$ cat config.mk
export PLATFORM = sky130hd
export DESIGN_NAME = lfsr_stream_flat
export DESIGN_NICKNAME = d
export VERILOG_FILES = /design/src/rtl/lfsr_stream_if.sv /design/src/rtl/lfsr_stream.sv /design/src/flat_wrapper.sv
export SDC_FILE = /design/constraint.sdc
export NUM_CORES = 1
export LEC_CHECK = 0
export CAP_MARGIN = 20
export CORE_MARGIN = 8
export CORE_UTILIZATION = 40
export DETAILED_ROUTE_END_ITERATION = 10
export GPL_TIMING_DRIVEN = 0
export MAX_ROUTING_LAYER = met4
export PLACE_DENSITY = 0.75
export REMOVE_ABC_BUFFERS = 1
export SYNTH_ARGS = -nofsm -noshare
export SYNTH_HDL_FRONTEND = slang
export SYNTH_SLANG_ARGS = --single-unit
$ cat constraint.sdc
create_clock -name clk -period 4.6 [get_ports clk]
set_clock_uncertainty 0.2 [all_clocks]
set_input_delay 1.38 -clock clk [delete_from_list [all_inputs] [get_ports clk]]
set_output_delay 1.38 -clock clk [all_outputs]
set_load 0.02 [all_outputs]
$ cat src/rtl/lfsr_stream_if.sv
// Stream/control bundle between an LFSR word generator and its consumer.
// The master drives seeding, enable and ready; the slave (generator) returns words and status.
interface lfsr_stream_if #(
  parameter int unsigned WIDTH = 64
);
  logic             seed_load;
  logic [WIDTH-1:0] seed;
  logic             enable;
  logic             out_valid;
  logic             out_ready;
  logic [WIDTH-1:0] out_data;
  logic             lockup;

  modport master (
    output seed_load,
    output seed,
    output enable,
    output out_ready,
    input  out_valid,
    input  out_data,
    input  lockup
  );

  modport slave (
    input  seed_load,
    input  seed,
    input  enable,
    input  out_ready,
    output out_valid,
    output out_data,
    output lockup
  );
endinterface

$ cat src/rtl/lfsr_stream.sv
// Fibonacci LFSR word generator with a valid/ready output stream and all-zero lockup flag.
// Optional: define LFSR_LOCKUP_RECOVER_EN to restart a zero state at all-ones on the next advance.
module lfsr_stream #(
  parameter int unsigned      WIDTH = 64,
  parameter logic [WIDTH-1:0] TAPS  = 64'hD800_0000_0000_0000,
  parameter int unsigned      STEPS = 1
) (
  input logic              clk,
  input logic              rst_n,
  lfsr_stream_if.slave     strm_io
);

`ifdef LFSR_LOCKUP_RECOVER_EN
  localparam bit RecoverEn = 1'b1;
`else
  localparam bit RecoverEn = 1'b0;
`endif

  typedef enum logic [0:0] {StIdle, StRun} state_e;

  state_e           state_q, state_d;
  logic [WIDTH-1:0] data_q, data_d;
  logic             valid_q, valid_d;
  logic             lock_q, lock_d;
  logic             transfer;
  logic             adv_en;

  // STEPS single shifts unrolled into one combinational advance.
  function automatic logic [WIDTH-1:0] advance(input logic [WIDTH-1:0] s);
    logic [WIDTH-1:0] t;
    t = s;
    for (int unsigned i = 0; i < STEPS; i++) begin
      t = {t[WIDTH-2:0], ^(t & TAPS)};
    end
    return t;
  endfunction

  assign transfer = valid_q & strm_io.out_ready;
  assign adv_en   = strm_io.enable & (transfer | ~valid_q);

  always_comb begin
    state_d = state_q;
    data_d  = data_q;
    valid_d = valid_q;
    if (strm_io.seed_load) begin
      state_d = StRun;
      data_d  = strm_io.seed;
      valid_d = 1'b1;
    end else begin
      unique case (state_q)
        StIdle: begin
          valid_d = 1'b0;
        end
        StRun: begin
          if (adv_en) begin
            valid_d = 1'b1;
            if (RecoverEn && (data_q == '0)) begin
              data_d = '1;
            end else begin
              data_d = advance(data_q);
            end
          end else if (transfer) begin
            // Word taken with generation paused: drop valid, keep the state.
            valid_d = 1'b0;
          end
        end
        default: begin
          state_d = StIdle;
        end
      endcase
    end
    lock_d = (state_d == StRun) && (data_d == '0);
  end

  always_ff @(posedge clk) begin
    if (!rst_n) begin
      state_q <= StIdle;
      data_q  <= '0;
      valid_q <= 1'b0;
      lock_q  <= 1'b0;
    end else begin
      state_q <= state_d;
      data_q  <= data_d;
      valid_q <= valid_d;
      lock_q  <= lock_d;
    end
  end

  assign strm_io.out_data  = data_q;
  assign strm_io.out_valid = valid_q;
  assign strm_io.lockup    = lock_q;

endmodule

$ cat src/flat_wrapper.sv
// flat-port wrapper written by rule: the top's interface ports become plain ports
module lfsr_stream_flat 
#(
  parameter int unsigned      WIDTH = 64,
  parameter logic [WIDTH-1:0] TAPS  = 64'hD800_0000_0000_0000,
  parameter int unsigned      STEPS = 1
)
  (clk, rst_n, strm_io_seed_load, strm_io_seed, strm_io_enable, strm_io_out_ready, strm_io_out_valid, strm_io_out_data, strm_io_lockup);
  lfsr_stream_if #(.WIDTH(WIDTH)) strm_io_i ();
  input logic clk;
  input logic rst_n;
  input wire logic [$bits(strm_io_i.seed_load)-1:0] strm_io_seed_load;
  input wire logic [$bits(strm_io_i.seed)-1:0] strm_io_seed;
  input wire logic [$bits(strm_io_i.enable)-1:0] strm_io_enable;
  input wire logic [$bits(strm_io_i.out_ready)-1:0] strm_io_out_ready;
  output wire logic [$bits(strm_io_i.out_valid)-1:0] strm_io_out_valid;
  output wire logic [$bits(strm_io_i.out_data)-1:0] strm_io_out_data;
  output wire logic [$bits(strm_io_i.lockup)-1:0] strm_io_lockup;
  assign strm_io_i.seed_load = strm_io_seed_load;
  assign strm_io_i.seed = strm_io_seed;
  assign strm_io_i.enable = strm_io_enable;
  assign strm_io_i.out_ready = strm_io_out_ready;
  assign strm_io_out_valid = strm_io_i.out_valid;
  assign strm_io_out_data = strm_io_i.out_data;
  assign strm_io_lockup = strm_io_i.lockup;
  lfsr_stream #(.WIDTH(WIDTH), .TAPS(TAPS), .STEPS(STEPS)) u_core (.clk(clk), .rst_n(rst_n), .strm_io(strm_io_i));
endmodule
# [Word-level counts from Yosys, hierarchy flattened]
# Cells that the tools add are included.
[classes] eq_ne=1 mul=0 bitwise_logic=5 n_addsub=0 order_cmp=0 n_shift=0 n_mux=8 reduce_logical=3 n_div=0
[ops] operator="two-way mux 64 bit" n=3
[ops] operator="logical NOT 64 bit" n=1
[ops] operator="parity 64 bit" n=1
[ops] operator="two-way mux 1 bit" n=4
[ops] operator="inequality test 4 bit, second input constant" n=1
[ops] operator="AND 1 bit" n=2
[ops] operator="inverter 1 bit" n=2
[ops] operator="one-hot mux 1 bit (2 select lines)" n=1
[ops] operator="logical AND 1 bit" n=1
[ops] operator="bitwise OR 1 bit" n=1
[totals] memories=0 mem_bits_rw=0 input_bits=69 register_bits=67 romBits=0 latchBits=0

# [Depth between registers and ports, before layout]
[logic_depth] ltp_word=8 mapped_depth=11 ltp_nobuf=7

# [Worst setup path before layout]
# No wires, ideal clock.
[synth_path] kind="input to register" from="input port strm_io_out_ready" to="register u_core.lock_q (netlist: u_core.strm_io.lockup)" path_buffers=1 slack_ps=1074 t_required_ps=4312 path_stages=8 setup_ps=88 arrival_ps=3238 path_cell_list="nor2b_2 -> buf_6 -> nor2_4 -> mux2i_1 -> o21ai_1 -> or4_1 -> or4_1 -> nor4_2"
[synth_via] elab_chain_len=8
[synth_lines] item="start, declared" line_no="flat_wrapper.sv:15" rtl="input wire logic [$bits(strm_io_i.out_ready)-1:0] strm_io_out_ready;"
[synth_lines] item="AND 1 bit" line_no="lfsr_stream.sv:38" rtl="assign transfer = valid_q & strm_io.out_ready;"
[synth_lines] item="bitwise OR 1 bit" line_no="lfsr_stream.sv:39" rtl="assign adv_en = strm_io.enable & (transfer | ~valid_q);"
[synth_lines] item="AND 1 bit" line_no="lfsr_stream.sv:39"
[synth_lines] item="two-way mux 64 bit" line_no="lfsr_stream.sv:55" rtl="if (adv_en) begin"
[synth_lines] item="two-way mux 64 bit" line_no="lfsr_stream.sv:50" rtl="unique case (state_q)"
[synth_lines] item="two-way mux 64 bit" line_no="lfsr_stream.sv:45" rtl="if (strm_io.seed_load) begin"
[synth_lines] item="logical NOT 64 bit" line_no="lfsr_stream.sv:72" rtl="lock_d = (state_d == StRun) && (data_d == '0);"
[synth_lines] item="logical AND 1 bit" line_no="lfsr_stream.sv:72"
[synth_lines] item="end signal, assigned" line_no="lfsr_stream.sv:85" rtl="lock_q <= lock_d;"
[synth_lines] item="end, declared" line_no="lfsr_stream.sv:24" rtl="logic lock_q, lock_d;"
# Every way passes these cells.
# A chain may end at the register's enable or synchronous reset.

# [Worst setup path in the final report]
[layout_path] from="input port strm_io_enable" to="register u_core.lock_q (netlist: u_core.strm_io.lockup)"
[layout_via] elab_chain_len=6
[layout_lines] item="start, declared" line_no="flat_wrapper.sv:14" rtl="input wire logic [$bits(strm_io_i.enable)-1:0] strm_io_enable;"
[layout_lines] item="AND 1 bit" line_no="lfsr_stream.sv:39"
[layout_lines] item="two-way mux 64 bit" line_no="lfsr_stream.sv:55"
[layout_lines] item="two-way mux 64 bit" line_no="lfsr_stream.sv:50"
[layout_lines] item="two-way mux 64 bit" line_no="lfsr_stream.sv:45"
[layout_lines] item="logical NOT 64 bit" line_no="lfsr_stream.sv:72"
[layout_lines] item="logical AND 1 bit" line_no="lfsr_stream.sv:72"
# Every way passes these cells.

==> metrics <==
Setup Crit Path Kind input pin to flop; CTS Sinks 67; post-route insts no fill between 600 and 700; MaxCap Viol Count 0; antenna violations before repair 0; commonest cells in the synthesized netlist 67 x dfxtp_1, 48 x nor2_1, 32 x and2_1; Place WS -0.924 ns; global-route wire length before repair 17700 um; worst skew pair latency between 0.3 and 0.4 ns; setup ws final approximately 0.21 ns; synthesized area approximately 3400 um^2; Vias 3522; via/cell ratio ~5.5; worst hold margin 0.406 ns; I/O pin total between 100 and 150; Tot Pwr ~1.5 mW; Critical Path Max Stage Delay 0.62 ns; Die Y-Extent 108 um; DIE AREA 11600 um^2; number of global-route vias before repair 3469; largest area contributor in the netlist dfxtp_1; largest cells by area after synthesis dfxtp_1 40%, mux2i_1 7.7%, and2_1 5.9%; P&R area growth vs syn 49.1%; ys async rst share 0%; VDD IR max 0.000145 V; Leak 1.88 nW; critical path cell sequence clkdlybuf4s50_1 > and2_2 > nand2_2 > a221o_1 > nor4_1 > nand4_1 > or4_1 > nor4_2; unique cell type count in the Yosys netlist 39; post-synthesis sequential area ratio 39.8%; total track usage 19.5%; layout cells sized above 1 7.04%; gr ovfl total 0; Core Box Area 8180 um^2; Std-Cell Rows 33; clk root buf clkbuf_8; worst hold path type flop to flop; power density over the cells 295 nW/um^2; Slew headroom 32.5%; Data arrival, critical path around 4.4 ns; n_diodes 0; total of warnings raised by yosys 0; Worst-path clk slew about 0.070 ns; Hold Violations, Final 0; DRT Wirelength 11400 um; Worst path slowest cell or4_1; I/O Buffers 134; HPWL after DPL 7860 um; Starting DRT DRC Count around 170; Post-synth top flop dfxtp_1; CTS tree yes; slew at the pin closest to its max-slew limit 1.01 ns; Avg WL per Cell around 18 um; top-count cell post-synth dfxtp_1; fin crit period 4.39 ns; placed cell count 621; fmax ~230 MHz; CP Capture Type flop; RD Place Congestion 0.797; Starting Density 41.2%; pin count of the biggest net entering global routing 48; # hold bufs at CTS 0; CP Data Required Time 4.65 ns; nets@finish 605; Die W 108 um; first-pass iteration count of the detailed router 5; Num CTS Buffers 9; EDFF count, synth 0; setup violators final 0; Mapped Cells ~420; Synth Register Bits 67; final core area utilization around 61%; Final ANT Viol Nets 0; Synth top area share 39.8%; RSZ-0062 raised after global routing false; period utilisation layout 95.5%; CP max FO 29; status finished, final reports clean; Max Transition Viols Final 0; Bufs on Longest Clock Path 2; htree depth 3; syn_area_per_cell 8.10 um^2; DRC viols 0; Worst setup SP type input pin
## final timing paths
kind	to	slack, ns	cells after the start	startpoint
setup / recovery	u_core.strm_io.lockup	0.21	8	strm_io_enable
setup reg to reg	u_core.strm_io.lockup	1.36	7	u_core.strm_io.out_valid
hold / removal	u_core.strm_io.out_data[4]	0.41	2	u_core.strm_io.out_data[4]
hold reg to reg	u_core.strm_io.out_data[4]	0.41	2	u_core.strm_io.out_data[4]
## area by class of cell
cell class	count	area, um^2
flip-flops and latches	67	1340
clock inverters	6	57.6
clock buffers	9	124
repair buffers	143	1470
fillers	719	3150
multi-input cells	312	1880
well taps	105	131
inverters	3	11.3
## per-stage QoR
stage | setup TNS (ns) | area [um^2]
floorplan | 0 | 3210
global placement | -64.69 | 4690
detailed placement | -0.924 | 4700
CTS | 0 | 4900
global route | 0 | 5020
finish | 0 | 5020
## timing repair
item                                    in CTS  in global routing
endpoints found under the setup margin       1                  1
gates resized for setup                      4                  1
pin swaps                                    1                  1
buffers inserted                             0                  7
cloned                                       1                  0
## flip-flops by register name, indices dropped and copies added (netlist names)
register                  cells
u_core.strm_io.lockup         1
u_core.state_q                1
u_core.strm_io.out_data      64
u_core.strm_io.out_valid      1
## power breakdown
part           internal [mW]  switching [mW]
clock                  0.244           0.224
sequential             0.617          0.0296
combinational          0.183           0.182
## cells in the final DEF, fill, tap and decap left out, drive strengths merged
cell type,n
a21oi,27
nand4,8
mux2i,26
inv,3
nor2,50
o22a,1
nand3,26
or4,3
o21a,3
a221oi,6
buf,10
dfxtp,67
bufinv,1
nand2,29
a211oi,4
clkinv,4
and4,2
nor2b,6
nor3,2
o21ai,40
mux2,8
xnor2,3
a2111oi,1
and3,5
a221o,1
nand2b,1
nor4,8
a31oi,15
clkinvlp,1
clkbuf,9
o211a,5
clkdlybuf4s50,133
and2,32
## cell families (layout without fill, tap and decap cells)
logic type      Yosys count  count (layout)  share of synthesized area [%]
xor+xnor                  3               3                          0.780
buf+inv                  38             161                           4.94
mux                      34              34                           10.4
simple gates            171             172                           25.7
flops                    67              67                           39.8
compound gates          103             103                           18.3
## critical path, delay by kind of cell
| kind | cells | cell delay [ns] |
|---|---|---|
| buffers and inverters | 1 | 0.51 |
| and+or+nand+nor | 6 | 2.13 |
| AOI/OAI and AO/OA | 1 | 0.40 |
## layer usage
layer  vias to the layer above  global-route usage, %  wire (um)
met5                         -                      -          0
met1                      1674                   23.1       5090
met3                        11                   4.19        676
met4                         0                   5.85        111
li1                       1724                      -          -
met2                       113                   32.2       5530
Note: power is estimated with default switching activity, not from simulation.
